**src/rtl/lsu_dport.sv**
```systemverilog
// Load/store unit for the core data-memory port: one request at a time,
// word-aligned beats with byte strobes, word-crossing accesses split in two.
module lsu_dport #(
    parameter logic ALLOW_MISALIGNED = 1'b1
) (
    input  logic        clk,
    input  logic        rst,
    input  logic        req_valid,
    output logic        req_ready,
    input  logic        req_we,
    input  logic [2:0]  req_funct3,
    input  logic [31:0] req_addr,
    input  logic [31:0] req_wdata,
    output logic        rsp_valid,
    output logic [31:0] rsp_rdata,
    output logic        rsp_err,
    output logic [31:0] d_addr,
    output logic [31:0] d_wdata,
    output logic [3:0]  d_wstrb,
    input  logic [31:0] d_rdata
);

    typedef enum logic [1:0] {IDLE, ACC0, ACC1, RESP} state_t;

    state_t      state, state_n;
    logic        we_q, cross_q, err_q;
    logic [2:0]  f3_q;
    logic [1:0]  off_q;
    logic [3:0]  m_hi_q;
    logic [31:0] w_hi_q, lo_q, hi_q;

    logic [7:0]  size_m, m8_req;
    logic [63:0] w64_req;
    logic        cross_req, illegal_req, err_req;
    logic [31:0] ld_word;

    // Request decode: lane mask and lane-aligned data over a two-word window.
    always_comb begin
        unique case (req_funct3[1:0])
            2'b00:   size_m = 8'h01;
            2'b01:   size_m = 8'h03;
            default: size_m = 8'h0F;
        endcase
        m8_req      = size_m << req_addr[1:0];
        w64_req     = {32'h0, req_wdata} << {req_addr[1:0], 3'b000};
        cross_req   = |m8_req[7:4];
        illegal_req = (req_funct3 == 3'd3) || (req_funct3[2:1] == 2'b11) ||
                      (req_funct3[2] && req_we);
        err_req     = illegal_req || (cross_req && !ALLOW_MISALIGNED);
    end

    always_comb begin
        state_n   = state;
        req_ready = 1'b0;
        unique case (state)
            IDLE: begin
                req_ready = 1'b1;
                if (req_valid) state_n = err_req ? RESP : ACC0;
            end
            ACC0:    state_n = cross_q ? ACC1 : RESP;
            ACC1:    state_n = RESP;
            RESP:    state_n = IDLE;
            default: state_n = IDLE;
        endcase
    end

    always_ff @(posedge clk or posedge rst) begin
        if (rst) begin
            state   <= IDLE;
            we_q    <= 1'b0;
            cross_q <= 1'b0;
            err_q   <= 1'b0;
            f3_q    <= '0;
            off_q   <= '0;
            m_hi_q  <= '0;
            w_hi_q  <= '0;
            lo_q    <= '0;
            hi_q    <= '0;
            d_addr  <= '0;
            d_wdata <= '0;
            d_wstrb <= '0;
        end else begin
            state <= state_n;
            unique case (state)
                IDLE: begin
                    if (req_valid) begin
                        we_q    <= req_we;
                        f3_q    <= req_funct3;
                        off_q   <= req_addr[1:0];
                        cross_q <= cross_req;
                        err_q   <= err_req;
                        m_hi_q  <= m8_req[7:4];
                        w_hi_q  <= w64_req[63:32];
                        if (!err_req) begin
                            d_addr  <= {req_addr[31:2], 2'b00};
                            d_wstrb <= req_we ? m8_req[3:0] : '0;
                            d_wdata <= w64_req[31:0];
                        end
                    end
                end
                ACC0: begin
                    lo_q <= d_rdata;
                    hi_q <= '0;
                    if (cross_q) begin
                        d_addr  <= d_addr + 32'd4;
                        d_wstrb <= we_q ? m_hi_q : '0;
                        d_wdata <= w_hi_q;
                    end else begin
                        d_wstrb <= '0;
                    end
                end
                ACC1: begin
                    hi_q    <= d_rdata;
                    d_wstrb <= '0;
                end
                default: ;
            endcase
        end
    end

    assign ld_word = 32'({hi_q, lo_q} >> {off_q, 3'b000});

    always_comb begin
        rsp_valid = (state == RESP);
        rsp_err   = rsp_valid && err_q;
        rsp_rdata = '0;
        if (rsp_valid && !err_q && !we_q) begin
            unique case (f3_q)
                3'd0:    rsp_rdata = {{24{ld_word[7]}}, ld_word[7:0]};
                3'd1:    rsp_rdata = {{16{ld_word[15]}}, ld_word[15:0]};
                3'd2:    rsp_rdata = ld_word;
                3'd4:    rsp_rdata = {24'h0, ld_word[7:0]};
                3'd5:    rsp_rdata = {16'h0, ld_word[15:0]};
                default: rsp_rdata = '0;
            endcase
        end
    end

endmodule

```
**config.mk**
```make
export PLATFORM = sky130hd
export DESIGN_NAME = lsu_dport
export DESIGN_NICKNAME = d
export VERILOG_FILES = /design/src/rtl/lsu_dport.sv
export SDC_FILE = /design/constraint.sdc
export NUM_CORES = 1
export LEC_CHECK = 0
export ABC_AREA = 0
export ABC_CLOCK_PERIOD_IN_PS = 5500
export BUFFER_PORTS_ARGS = -buffer_cell sky130_fd_sc_hd__buf_2
export CELL_PAD_IN_SITES_DETAIL_PLACEMENT = 1
export CELL_PAD_IN_SITES_GLOBAL_PLACEMENT = 1
export CORE_AREA = 2 2 153 155
export CTS_BUF_LIST = sky130_fd_sc_hd__clkbuf_2
export CTS_CLUSTER_SIZE = 40
export DETAILED_ROUTE_END_ITERATION = 7
export DIE_AREA = 0 0 155 157
export PLACE_DENSITY_LB_ADDON = 0.1
export SETUP_SLACK_MARGIN = 0.4
export SYNTH_ARGS = -nofsm -noshare
export SYNTH_HDL_FRONTEND = slang
export SYNTH_SLANG_ARGS = --single-unit
```
**constraint.sdc**
```tcl
create_clock -name clk -period 5.5 [get_ports clk]
set_input_delay 0.275 -clock clk [delete_from_list [all_inputs] [get_ports clk]]
set_output_delay 0.275 -clock clk [all_outputs]
set_load 0.005 [all_outputs]
```
Yosys cells after proc, flatten, opt, wreduce, memory -nomap -nowiden
Index checks and enable logic that the tools add are counted.
{ "word_totals": {"regBits": 178, "in_bits": 103, "elab_cells": 71} }
{ "op_classes": {"addsub": 1, "n_eq_ne": 13, "n_shift": 3, "muxes": 23, "reduce_logical": 18} }
{ "ops": {"columns": ["cell", "n"], "rows": [
  ["$mux W32", 7],
  ["$pmux W32 S2", 3],
  ["$pmux W32 S5", 1],
  ["$shl A32 B5 Y64", 1],
  ["$shr A64 B5 Y32", 1],
  ["$add A32 B3 Y32 const B", 1],
  ["$mux W4", 5],
  ["$pmux W4 S3", 1],
  ["$pmux W2 S4", 1],
  ["$pmux W4 S2", 1],
  ["$shl A8 B2 Y8", 1],
  ["$eq A2 B2 Y1 const B", 3],
  ["$eq A3 B2 Y1 const B", 2],
  ["$eq A3 B3 Y1 const B", 2],
  ["$ne A2 B2 Y1 const B", 3],
  ["$eq A2 B1 Y1 const B", 2],
  ["$logic_and A1 B1 Y1", 4],
  ["$logic_not A2 Y1", 2],
  ["$mux W2", 2],
  ["$reduce_and A4 Y1", 1],
  ["$reduce_bool A2 Y1", 2],
  ["$reduce_or A4 Y1", 1],
  ["$eq A3 B1 Y1 const B", 1],
  ["$logic_not A3 Y1", 1],
  ["other kinds (6)", 9]
]} }

Longest topological paths before layout
Gate-level depths: netlist of the first run.
{ "depth": {"word_depth": 7, "depth_mapped": 9, "depth_no_buf": 7} }

Worst setup path after synthesis of the first run
Ideal clock, no wire load.
{ "synth_timing": {"path_type": "flip-flop to output port", "startpoint": "register off_q[0]", "endpoint": "output port rsp_rdata[21]", "t_arrival_ps": 1997, "required_time_ps": 5225, "setup_slack_ps": 3228, "stages_incl_launch_ff": 9, "cell_sequence": "dfrtp_1 > clkbuf_1 > mux2_4 > or4_4 > buf_6 > and2_4 > buf_6 > buf_12 > a21oi_2"} }
{ "synth_via": {"elab_chain_len": 3} }
{ "synth_rtl": {"columns": ["element", "line", "rtl"], "rows": [
  ["start: declaration", "28", "logic [1:0] off_q;"],
  ["start signal: assignment", "89", "off_q <= req_addr[1:0];"],
  ["$shr A64 B5 Y32", "121", "assign ld_word = 32'({hi_q, lo_q} >> {off_q, 3'b000});"],
  ["$pmux W32 S5", "128", "unique case (f3_q)"],
  ["$mux W32", "127", "if (rsp_valid && !err_q && !we_q) begin"],
  ["end: declaration", "15", "output logic [31:0] rsp_rdata,"]
]} }
No other way between the ends.

Worst setup path in the final report of the first run
{ "layout_timing": {"startpoint": "register off_q[1]", "endpoint": "output port rsp_rdata[16]"} }
Same word-level chain as after synthesis.

==> results of run 1 <==
[metrics by stage]
stage | instance area, µm² | power (µW) | setup slack, ns | util | std cells
final | 11400 | 5780 | 1.75 | 0.507 | 1470
after global routing | 11400 | 6270 | 1.51 | 0.507 | 1470
after CTS | 11400 | 5840 | 1.67 | 0.507 | 1469
after detailed placement | 10100 | 5130 | 2.59 | 0.450 | 1332
after global placement | 10100 | 5040 | 2.72 | 0.450 | 1332
after floorplan | 8950 | 4160 | 0.933 | - | 902
[cells by family after synthesis]
logic type / after synthesis
other: 1
and+or+nand+nor: 280
DFF: 159
buffers and inverters: 105
muxes: 114
AOI/OAI and AO/OA: 235
adders and majority gates: 7
[layer usage]
layer  global-route usage  share of wire  wire length (µm)
met2                0.399           0.48             14000
met3               0.0344          0.030               888
met4               0.0842          0.025               735
met5                    0              0                 0
met1                0.337           0.47             13600
[cells in the final DEF, fill, tap and decap left out, types with 3 or more instances in the layout]
master,n
sky130_fd_sc_hd__a22oi_1,16
sky130_fd_sc_hd__and2_1,6
sky130_fd_sc_hd__nand2_1,101
sky130_fd_sc_hd__or3_1,7
sky130_fd_sc_hd__mux2i_1,27
sky130_fd_sc_hd__nand3_1,42
sky130_fd_sc_hd__nor3_1,6
sky130_fd_sc_hd__dlygate4sd3_1,105
sky130_fd_sc_hd__a22o_1,9
sky130_fd_sc_hd__a2bb2oi_1,7
sky130_fd_sc_hd__clkbuf_2,18
sky130_fd_sc_hd__a221oi_1,17
sky130_fd_sc_hd__ha_1,6
sky130_fd_sc_hd__o31ai_1,10
sky130_fd_sc_hd__o21a_1,3
sky130_fd_sc_hd__o211ai_1,12
sky130_fd_sc_hd__a21oi_1,49
sky130_fd_sc_hd__a21oi_2,9
sky130_fd_sc_hd__and3_1,8
sky130_fd_sc_hd__inv_1,34
sky130_fd_sc_hd__mux4_2,27
sky130_fd_sc_hd__dfrtp_1,158
sky130_fd_sc_hd__a221o_1,6
sky130_fd_sc_hd__mux2_2,57
sky130_fd_sc_hd__buf_4,11
sky130_fd_sc_hd__clkinvlp_4,3
sky130_fd_sc_hd__buf_2,203
sky130_fd_sc_hd__nor2_1,63
sky130_fd_sc_hd__o22ai_1,8
sky130_fd_sc_hd__nor4_1,4
sky130_fd_sc_hd__nand4_1,16
sky130_fd_sc_hd__nor2b_1,12
sky130_fd_sc_hd__inv_6,7
sky130_fd_sc_hd__o21ai_0,77
[state kept, by name, indices dropped and copies added (netlist names)]
name and cells:
cross_q 1, d_addr 30, d_wdata 32, d_wstrb 4
err_q 1, f3_q 3, hi_q 24, lo_q 32
m_hi_q 3, off_q 2, state 2, w_hi_q 24
we_q 1
[how the worst max path moves through the flow]
stage                               from                  end  slack [ns]  cells past startpoint
global placement    off_q[1]$_DFFE_PP0P_        rsp_rdata[19]        2.72                      7
floorplan                            rst  cross_q$_DFFE_PP0P_        0.93                      1
global route        off_q[1]$_DFFE_PP0P_        rsp_rdata[16]        1.51                      7
CTS                 off_q[1]$_DFFE_PP0P_        rsp_rdata[16]        1.67                      7
detailed placement  off_q[1]$_DFFE_PP0P_        rsp_rdata[16]        2.59                      7
finish              off_q[1]$_DFFE_PP0P_        rsp_rdata[16]        1.75                      7
[area by class of cell]
type,count,share of cell area
inverters,35,0.0120
multi-input cells,638,0.398
clock buffers,18,0.00790
well taps,285,0.0313
repair buffers,320,0.190
clock inverters,14,0.0114
flip-flops and latches,159,0.349
diodes,1,0.000219
[worst max-delay path, cell delays in order, from the launching register on]
cell and delay (ns):
sky130_fd_sc_hd__dfrtp_1 0.73, sky130_fd_sc_hd__buf_4 0.44, sky130_fd_sc_hd__mux2i_1 0.17, sky130_fd_sc_hd__mux2_4 0.28
sky130_fd_sc_hd__or4_4 0.51, sky130_fd_sc_hd__and2_4 0.27, sky130_fd_sc_hd__a21oi_1 0.17, sky130_fd_sc_hd__buf_2 0.13
[power breakdown]
group	switching [µW]	total [µW]	internal [µW]
clock network	471	643	172
logic	1530	2880	1350
registers	557	2250	1690
==> results.txt, run 1 <==
----------------------------------------------------
[Timing]
  Setup TNS ... 0 ns
  Setup repair after global routing missed its margin ... no
  Worst max-slew margin expressed relative to the limit ... 0.207
  Setup violators final ... 0
  Share of the clock period used by the worst path after layout ... 0.681
  Post-Route Hold Slack ... 0.257 ns
  Final hold violations ... 0
  Post-route clock skew ... 0.0443 ns
  Slew at the pin closest to its max-slew limit ... 1.18 ns
  Minimum period implied by the final worst setup slack ... 3.75 ns
  Final max-slew violation count ... 0
  Highest achievable clock rate ... 267 MHz

[Synth]
  Multiplexer fraction of the synthesized cell area ... 0.178
  Parity-gate share of the synthesized area counting xor and xnor cells ... 0
  Register area share after synthesis ... 0.445
  Dominant combinational cell family by area after synthesis ... multiplexers
  Count of unique library cells instantiated by Yosys ... 55
  Most common library cells after synthesis ... 159 x sky130_fd_sc_hd__dfrtp_1, 101 x sky130_fd_sc_hd__nand2_1, 77 x sky130_fd_sc_hd__o21ai_0, 63 x sky130_fd_sc_hd__nor2_1, 57 x sky130_fd_sc_hd__mux2_2
  Leading cell types by total area after synthesis ... sky130_fd_sc_hd__dfrtp_1 44%, sky130_fd_sc_hd__mux2_2 7.2%, sky130_fd_sc_hd__mux4_2 6.8%, sky130_fd_sc_hd__o21ai_0 4.3%, sky130_fd_sc_hd__nand2_1 4.2%
  Synth Area in Simple Gates ... 0.146
  Cell count after synthesis ... 901
  Most repeated cell in the gate-level netlist after synthesis ... sky130_fd_sc_hd__dfrtp_1
  Most used flip-flop cell after synthesis ... sky130_fd_sc_hd__dfrtp_1
  Share of the synthesized area in the top cell type ... 0.445
  Async set or reset register ratio after synthesis ... 1.00
  Cell taking the most area after synthesis ... sky130_fd_sc_hd__dfrtp_1
  Post-synth EDFFs ... 0
  Mean instance size in the synthesized netlist ... 9.93 µm²
  Number of flip-flops and latches in the synthesized netlist ... 159
  Yosys Warn Count ... 0
  Compound-gate portion of the synthesized area ... 0.171
  Share of synthesized cell area in full adder, half adder and majority cells ... 0.00979
  Netlist area before placement ... 0.00894 mm²

[Power]
  Leakage ... 0.00503 µW
  Cell Pwr Density ... 506 mW/mm²
  Maximum ir drop on the vdd rail ... 0.312 mV

[Clock network]
  Clock Pin Slew Worst Setup and Hold Paths ... 0.28 ns
  Number of levels in the clock H-tree ... 4
  Number of buffers on the longest clock path ... 2
  Post-CTS Resized ... 0
  Num CTS Buffers ... 17
  Post-CTS Setup Inserts ... 0
  Skew-Pair Late Insertion Delay ... 0.76 ns
  Buffer cell driving the clock tree root ... sky130_fd_sc_hd__clkbuf_2
  Hold buffer count at cts ... 105
  TritonCTS clock tree ... built
  Clock net sink count ... 159

[Floorplanning]
  Area enclosed by the die boundary ... 0.0243 mm²
  I/O pin count ... 206
  Floorplan die height ... 157 µm
  Cell row count ... 55
  Die Wd ... 155 µm
  Initial standard-cell utilization of the core ... 0.397
  Core Area ... 0.0225 mm²

[Run]
  Max_cap viols ... 0

[Routing]
  Pre-Repair DR Iteration Count ... 5
  Remaining DRCs ... 0
  Via density per instance ... 5.57
  Wire length per cell ... 19.8 µm
  Number of nets still failing antenna checks after routing ... 0
  Iter 0 DRT Violations ... 433
  Via count ... 8,187
  Total Wirelength ... 29.2 mm

[Critical path]
  Data arrival, critical path ... 3.47 ns
  Worst Setup End Kind ... primary output
  Reg2reg setup slack ... 2.72 ns
  Startpoint of the most critical register-to-register path ... state[1]$_DFFE_PP0P_
  CP Data Required Time ... 5.22 ns
  RR Endpoint ... d_addr[7]$_DFFE_PP0P_
  Critical path startpoint category ... flip-flop
  Reg2Reg Depth ... 8
  Critical path peak fanout ... 24
  Class of the most critical setup path ... reg -> out

[Layout]
  Post-layout net count ... 1,281
  Area used by multi-input combinational logic ... 0.00454 mm²
  Area overhead of the layout relative to synthesis ... 27.6%
  Fraction of layout cells with a size suffix above 1 ... 0.296
  Final-layout fill cell count ... 2,547
  Register Area ... 0.00398 mm²

[Placed design]
  Port bufs ... 203
  Weighted congestion at the end of routability-driven global placement ... 0.799
  Detailed Place HPWL ... 19.2 mm

[Outcome]
  Run status ... complete, no violations

[Global routing]
  Largest net degree at the start of global routing ... 108
  Vias in the first global route ... 8,498
  Global route total overflow ... 0
  Antenna violations before repair ... 1
  First-pass GRT wire length ... 46.9 mm
  Overall routing resource usage ... 0.245

[Min path]
  Tightest Hold Check Type ... in -> async

----------------------------------------------------
Note: power is estimated with default switching activity, not from simulation.
==> inputs of run 2 (changes only) <==
--- a/config.mk
+++ b/config.mk
@@ -6,7 +6,7 @@
 export NUM_CORES = 1
 export LEC_CHECK = 0
 export ABC_AREA = 0
-export ABC_CLOCK_PERIOD_IN_PS = 5500
+export ABC_CLOCK_PERIOD_IN_PS = 3500
 export BUFFER_PORTS_ARGS = -buffer_cell sky130_fd_sc_hd__buf_2
 export CELL_PAD_IN_SITES_DETAIL_PLACEMENT = 1
 export CELL_PAD_IN_SITES_GLOBAL_PLACEMENT = 1
==> constraint.sdc (replaced) <==
create_clock -name clk -period 3.5 [get_ports clk]
set_input_delay 0.175 -clock clk [delete_from_list [all_inputs] [get_ports clk]]
set_output_delay 0.175 -clock clk [all_outputs]
set_load 0.005 [all_outputs]
==> run 2 against run 1 <==
Design area is 2.2% higher. Global-route usage is 0.20 points lower. Sequential share of layout area is 0.75 points lower. Via count is 1.4% higher. Combinational power is 65% higher. Wire length is 0.87% higher. Die area stayed put. Critical path depth is 1 lower. Flip-flop and latch count stayed put. Power is 60% higher.
==> results.txt, run 2 (same netlist as run 1, synthesis figures left out) <==
----------------------------------------------------
[Outcome]
  Run status ... complete, no violations

[Placed design]
  Detailed Place HPWL ... 19.4 mm
  Weighted congestion at the end of routability-driven global placement ... 0.803
  Port bufs ... 203

[Floorplanning]
  Initial standard-cell utilization of the core ... 0.397
  Floorplan die height ... 157 µm
  I/O pin count ... 206
  Area enclosed by the die boundary ... 0.0243 mm²
  Core Area ... 0.0225 mm²
  Cell row count ... 55
  Die Wd ... 155 µm

[Power]
  Cell Pwr Density ... 794 mW/mm²
  Leakage ... 0.00515 µW
  Maximum ir drop on the vdd rail ... 0.362 mV

[Timing]
  Worst max-slew margin expressed relative to the limit ... 0.310
  Slew at the pin closest to its max-slew limit ... 1.03 ns
  Setup TNS ... 0 ns
  Setup repair after global routing missed its margin ... no
  Highest achievable clock rate ... 345 MHz
  Setup violators final ... 0
  Post-route clock skew ... 0.0482 ns
  Post-Route Hold Slack ... 0.149 ns
  Final hold violations ... 0
  Final max-slew violation count ... 0
  Share of the clock period used by the worst path after layout ... 0.827
  Minimum period implied by the final worst setup slack ... 2.90 ns

[Critical path]
  Crit path launch ... off_q[1]$_DFFE_PP0P_
  Reg2Reg Depth ... 8
  Data arrival, critical path ... 2.72 ns
  Class of the most critical setup path ... reg -> out
  Capturing instance or port of the critical path ... rsp_rdata[18]
  RR Endpoint ... d_addr[31]$_DFFE_PP0P_
  Startpoint of the most critical register-to-register path ... state[1]$_DFFE_PP0P_
  Reg2reg setup slack ... 0.65 ns
  Critical path peak fanout ... 8
  Worst Setup End Kind ... primary output
  Critical path startpoint category ... flip-flop
  CP Data Required Time ... 3.32 ns

[Clock network]
  Clock Pin Slew Worst Setup and Hold Paths ... 0.29 ns
  Num CTS Buffers ... 17
  Number of levels in the clock H-tree ... 4
  Skew-Pair Late Insertion Delay ... 0.77 ns
  Clock net sink count ... 159
  Number of buffers on the longest clock path ... 2
  Buffer cell driving the clock tree root ... sky130_fd_sc_hd__clkbuf_2
  TritonCTS clock tree ... built

[Global routing]
  Vias in the first global route ... 8,504
  Global route total overflow ... 0
  Antenna violations before repair ... 1
  First-pass GRT wire length ... 46.4 mm
  Overall routing resource usage ... 0.243
  Largest net degree at the start of global routing ... 66

[Routing]
  Remaining DRCs ... 0
  Via density per instance ... 5.57
  Iter 0 DRT Violations ... 391
  Number of nets still failing antenna checks after routing ... 0
  Total Wirelength ... 29.4 mm
  Via count ... 8,300
  Pre-Repair DR Iteration Count ... 5
  Wire length per cell ... 19.7 µm

[Layout]
  Fraction of layout cells with a size suffix above 1 ... 0.304
  Largest registers ... d_wdata x32, lo_q x32, d_addr x30
  Commonest cells after routing, fill and taps aside ... 203 x sky130_fd_sc_hd__buf_2, 157 x sky130_fd_sc_hd__dfrtp_1, 115 x sky130_fd_sc_hd__dlygate4sd3_1
  Most common cell after layout, fill and taps aside ... sky130_fd_sc_hd__buf_2
  Area overhead of the layout relative to synthesis ... 30.4%
  Post-layout net count ... 1,302

[Run]
  Max_cap viols ... 0

[Min path]
  Tightest Hold Check Type ... in -> async

----------------------------------------------------
-- run 2: changes by cell type in the layout (fill, tap and decap cells not counted), sizes merged --
| cell | previous run | this run |
|---|---|---|
| buf | 215 | 225 |
| dlygate4sd3 | 105 | 115 |
| and2 | 7 | 8 |
| clkinvlp | 3 | 4 |
| clkinv | 4 | 3 |
-- run 2: area by class of cell --
cell class                 count  area (µm²)
antenna                        1        2.50
clock buffer                  18        90.1
clock inverter                14         148
fill                        2593       10800
inverter                      35         139
multi-input combinational    639        4550
sequential                   159        3980
tap                          285         357
timing repair buffer         340        2390
-- run 2: report_power, final --
part           total (µW)  internal [µW]  switching (µW)
Combinational        4760           2230            2530
Sequential           3440           2670             769
Clock                1060            290             774
Total                9260           5190            4070
-- run 2: per-stage QoR --
stage,utilization,cells,power (µW),worst slack (ns),instance area [µm²]
floorplan,-,902,6550,1.29,8950
global placement,0.455,1341,7960,0.931,10200
detailed placement,0.455,1341,8070,0.854,10200
CTS,0.517,1488,9300,0.400,11600
global route,0.518,1491,10000,0.395,11700
finish,0.518,1491,9260,0.604,11700
-- run 2: worst min-delay path by stage --
stage / cells after the start / start / to
floorplan: 2 / req_funct3[1] / f3_q[1]$_DFFE_PP0P_
global placement: 2 / d_rdata[27] / lo_q[27]$_DFFE_PP0N_
detailed placement: 3 / req_addr[19] / d_addr[19]$_DFFE_PP0P_
CTS: 3 / d_rdata[28] / lo_q[28]$_DFFE_PP0N_
global route: 3 / d_rdata[28] / lo_q[28]$_DFFE_PP0N_
finish: 3 / rst / w_hi_q[9]$_DFFE_PP0P_
-- run 2: per-layer routing --
metal / vias up / share of wire / wire (µm) / global-route usage
met5: - / 0 / 0 / 0
met4: 0 / 0.013 / 371 / 0.0573
met1: 4201 / 0.46 / 13400 / 0.325
met3: 28 / 0.034 / 991 / 0.0355
li1: 3878 / - / - / -
met2: 193 / 0.50 / 14600 / 0.418
-- run 2: repair_timing --
action	CTS	global route
gates resized for setup	1	7
hold buffers	115	0
endpoints found under the hold margin	199	0
buffers inserted	0	1
setup endpoints to repair	4	17
pin swaps	0	1
gates cloned	0	1
-- run 2: critical path: stages, from the launching register on --
cell and delay, ns:
sky130_fd_sc_hd__dfrtp_2 0.51, sky130_fd_sc_hd__mux2i_1 0.15, sky130_fd_sc_hd__mux2_4 0.27, sky130_fd_sc_hd__or4_4 0.48
sky130_fd_sc_hd__and2_4 0.24, sky130_fd_sc_hd__a21oi_1 0.17, sky130_fd_sc_hd__buf_2 0.14
==> inputs of run 3 (changes only) <==
--- a/config.mk
+++ b/config.mk
@@ -5,16 +5,16 @@
 export SDC_FILE = /design/constraint.sdc
 export NUM_CORES = 1
 export LEC_CHECK = 0
-export ABC_AREA = 0
-export ABC_CLOCK_PERIOD_IN_PS = 3500
+export ABC_AREA = 1
+export ABC_CLOCK_PERIOD_IN_PS = 2600
 export BUFFER_PORTS_ARGS = -buffer_cell sky130_fd_sc_hd__buf_2
 export CELL_PAD_IN_SITES_DETAIL_PLACEMENT = 1
 export CELL_PAD_IN_SITES_GLOBAL_PLACEMENT = 1
-export CORE_AREA = 2 2 153 155
+export CORE_AREA = 2 2 165 167
 export CTS_BUF_LIST = sky130_fd_sc_hd__clkbuf_2
 export CTS_CLUSTER_SIZE = 40
 export DETAILED_ROUTE_END_ITERATION = 7
-export DIE_AREA = 0 0 155 157
+export DIE_AREA = 0 0 167 169
 export PLACE_DENSITY_LB_ADDON = 0.1
 export SETUP_SLACK_MARGIN = 0.4
 export SYNTH_ARGS = -nofsm -noshare
==> constraint.sdc (replaced) <==
create_clock -name clk -period 2.6 [get_ports clk]
set_input_delay 0.13 -clock clk [delete_from_list [all_inputs] [get_ports clk]]
set_output_delay 0.13 -clock clk [all_outputs]
set_load 0.005 [all_outputs]
==> run 3 against run 2 <==
Largest cell class unchanged. Synthesized cell count grew 52%. Design area grew 12%. Wire length grew 30%. Critical path type unchanged.
==> results.txt, run 3 <==
----------------------------------------------------
[Clock network]
  Number of levels in the clock H-tree ... 4
  Buffer cell driving the clock tree root ... sky130_fd_sc_hd__clkbuf_2
  Num CTS Buffers ... 17
  Clock net sink count ... 159
  TritonCTS clock tree ... built
  Skew-Pair Late Insertion Delay ... 0.81 ns
  Number of buffers on the longest clock path ... 2
  Clock Pin Slew Worst Setup and Hold Paths ... 0.29 ns

[Placed design]
  Post-place setup slack ... 0.129 ns
  Port bufs ... 203
  Weighted congestion at the end of routability-driven global placement ... 0.854
  Detailed Place HPWL ... 24.5 mm
  Placed Cells incl. Taps ... 1,866
  Placed inst area ... 0.0107 mm²

[Floorplanning]
  Area enclosed by the die boundary ... 0.0282 mm²
  I/O pin count ... 206
  Cell row count ... 60
  Initial standard-cell utilization of the core ... 0.354
  Die Wd ... 167 µm
  Core Area ... 0.0265 mm²
  Floorplan die height ... 169 µm

[Min path]
  Hold wc startpoint ... d_rdata[4]
  Worst Hold Path Cells ... 4
  Tightest Hold Check Type ... in -> reg
  Worst hold path endpoint ... lo_q[4]$_DFFE_PP0N_

[Synth]
  Most repeated cell in the gate-level netlist after synthesis ... sky130_fd_sc_hd__nand2_1
  Leading cell types by total area after synthesis ... sky130_fd_sc_hd__dfrtp_1 42%, sky130_fd_sc_hd__nand2_1 20%, sky130_fd_sc_hd__o21ai_0 8.7%, sky130_fd_sc_hd__nor2_1 4.8%, sky130_fd_sc_hd__inv_1 4.6%
  Number of flip-flops and latches in the synthesized netlist ... 159
  Yosys Warn Count ... 0
  Share of the synthesized area in the top cell type ... 0.424
  Most common library cells after synthesis ... 505 x sky130_fd_sc_hd__nand2_1, 163 x sky130_fd_sc_hd__o21ai_0, 159 x sky130_fd_sc_hd__dfrtp_1, 120 x sky130_fd_sc_hd__nor2_1, 114 x sky130_fd_sc_hd__inv_1
  Async set or reset register ratio after synthesis ... 1.00
  Count of unique library cells instantiated by Yosys ... 40
  Most used flip-flop cell after synthesis ... sky130_fd_sc_hd__dfrtp_1
  Cell taking the most area after synthesis ... sky130_fd_sc_hd__dfrtp_1
  Cell count after synthesis ... 1,372
  Mean instance size in the synthesized netlist ... 6.83 µm²
  Netlist area before placement ... 0.00938 mm²
  Post-synth EDFFs ... 0
  Register area share after synthesis ... 0.424

[Layout]
  Fraction of the core area covered by cells at the end of the flow ... 0.492
  Most common cell after layout, fill and taps aside ... sky130_fd_sc_hd__nand2_1
  Number of standard cells in the layout, taps in and fillers out ... 2,044
  Summed area of non-filler cells in the final layout ... 0.0130 mm²
  Largest registers ... d_wdata x32, lo_q x32, d_addr x30
  Post-layout net count ... 1,798
  Area used by multi-input combinational logic ... 0.00494 mm²
  Register Area ... 0.00398 mm²
  Fraction of layout cells with a size suffix above 1 ... 0.220
  Commonest cells after routing, fill and taps aside ... 485 x sky130_fd_sc_hd__nand2_1, 203 x sky130_fd_sc_hd__buf_2, 156 x sky130_fd_sc_hd__dfrtp_1
  Area overhead of the layout relative to synthesis ... 39.0%
  Final-layout fill cell count ... 3,384

[Routing]
  Iter 0 DRT Violations ... 674
  Wire length per cell ... 18.7 µm
  Pre-Repair DR Iteration Count ... 5
  Remaining DRCs ... 0
  Number of nets still failing antenna checks after routing ... 0
  Via density per instance ... 5.16
  Total Wirelength ... 38.3 mm
  Via count ... 10,500

[Critical path]
  Startpoint of the most critical register-to-register path ... state[1]$_DFFE_PP0P_
  RR Endpoint ... d_wdata[19]$_DFFE_PP0P_
  Data arrival, critical path ... 2.35 ns
  Worst Setup End Kind ... primary output
  CP Data Required Time ... 2.47 ns
  Class of the most critical setup path ... reg -> out
  Critical path startpoint category ... flip-flop
  Critical path peak fanout ... 23
  Reg2Reg Depth ... 13
  Reg2reg setup slack ... 0.45 ns

[Timing]
  Setup slack of the critical path after layout ... 0.116 ns
  Final max-slew violation count ... 0
  Setup violators final ... 0
  Minimum period implied by the final worst setup slack ... 2.48 ns
  Post-route clock skew ... 0.0681 ns
  Highest achievable clock rate ... 403 MHz
  Slew at the pin closest to its max-slew limit ... 0.771 ns
  Share of the clock period used by the worst path after layout ... 0.955
  Setup repair after global routing missed its margin ... yes
  Final hold violations ... 0
  Worst max-slew margin expressed relative to the limit ... 0.485

[Power]
  Part of the total power dissipated in combinational logic ... 0.595
  Internal Pwr Total ... 7500 µW
  Power after layout ... 15,200 µW
  Maximum ir drop on the vdd rail ... 0.611 mV
  Part of the total power dissipated in sequential elements ... 0.303
  Net Sw Frac ... 0.507
  Cell Pwr Density ... 1170 mW/mm²
  Share of total power in the clock network ... 0.102
  Leakage ... 0.00655 µW
  Power dissipated by switching net loads ... 7720 µW

[Run]
  Max_cap viols ... 0

[Global routing]
  Overall routing resource usage ... 0.259
  Global route total overflow ... 0
  Vias in the first global route ... 10,700
  Largest net degree at the start of global routing ... 93
  First-pass GRT wire length ... 58.0 mm
  Antenna violations before repair ... 2

[Outcome]
  Run status ... complete, no violations

----------------------------------------------------
## run 3: changes by cell type in the layout (fill, tap and decap cells not counted), moves of 29 or more
cell | before | now
sky130_fd_sc_hd__nor2_1 | 63 | 116
sky130_fd_sc_hd__mux2_2 | 57 | 0
sky130_fd_sc_hd__o21ai_0 | 77 | 138
sky130_fd_sc_hd__inv_1 | 33 | 108
sky130_fd_sc_hd__nand2_1 | 101 | 485
sky130_fd_sc_hd__nand3_1 | 42 | 79
sky130_fd_sc_hd__o21ai_1 | 0 | 29
## run 3: worst max path at each step
stage	from	to	slack [ns]	depth (start not counted)
after floorplan	rst	cross_q$_DFFE_PP0P_	0.46	1
after global placement	state[0]$_DFFE_PP0P_	d_addr[18]$_DFFE_PP0P_	0.26	10
after detailed placement	state[1]$_DFFE_PP0P_	d_addr[4]$_DFFE_PP0P_	0.13	9
after CTS	off_q[0]$_DFFE_PP0P_	rsp_rdata[14]	0.03	9
after global routing	off_q[0]$_DFFE_PP0P_	rsp_rdata[23]	-0.02	10
final	off_q[0]$_DFFE_PP0P_	rsp_rdata[14]	0.12	9
## run 3: timing repair
| action | 4_1_cts | 5_1_grt |
|---|---|---|
| endpoints found under the setup margin | 90 | 112 |
| hold buffers | 117 | 0 |
| gates cloned | 3 | 6 |
| buffers inserted | 11 | 7 |
| hold endpoints to repair | 317 | 0 |
| pin swaps | 6 | 9 |
| gates resized for setup | 54 | 104 |
## run 3: cell families after synthesis
logic type,after synthesis,synth area share
xor+xnor,5,0.00467
other cells,1,0.000400
simple gates,734,0.312
flops,159,0.424
compound gates,258,0.149
fa+ha+maj,7,0.00934
buf+inv,200,0.0909
mux,8,0.00854
## run 3: cell type report
class	count	share of cell area
Timing Repair Buffer	374	0.224
Antenna cell	2	0.000384
Clock inverter	15	0.0132
Inverter	121	0.0381
Multi-Input combinational cell	1015	0.380
Tap cell	341	0.0327
Sequential cell	159	0.306
Clock buffer	17	0.00653
## run 3: stage by stage
step           hold slack [ns]  TNS (ns)
2_1_floorplan            0.242         0
3_3_place_gp             0.272         0
3_5_place_dp             0.282         0
4_1_cts                 0.0116         0
5_1_grt                 0.0114   -0.0803
6_report                0.0837         0
## run 3: layer usage
metal  up-vias  share of wire  GRT usage
met4         0          0.035      0.102
met5         -              0          0
li1       5018              -          -
met1      5199           0.44      0.333
met2       259           0.49      0.443
met3        66          0.037     0.0358
## run 3: worst max-delay path, stage by stage, from the launching register on
cell and delay, ns:
sky130_fd_sc_hd__dfrtp_2 0.51, sky130_fd_sc_hd__buf_12 0.18, sky130_fd_sc_hd__clkinv_8 0.07, sky130_fd_sc_hd__buf_12 0.13, sky130_fd_sc_hd__nand2_2 0.05, sky130_fd_sc_hd__nand3_2 0.06
sky130_fd_sc_hd__nand2_2 0.05, sky130_fd_sc_hd__or2_0 0.22, sky130_fd_sc_hd__a21oi_1 0.17, sky130_fd_sc_hd__buf_2 0.15
## run 3: power by group through the flow
stage	registers (µW)	clock network (µW)	logic [µW]
floorplan	4360	0	4820
global placement	4590	0	7100
detailed placement	4620	0	7280
CTS	4570	1590	8000
global route	4760	1700	10000
finish	4610	1550	9060
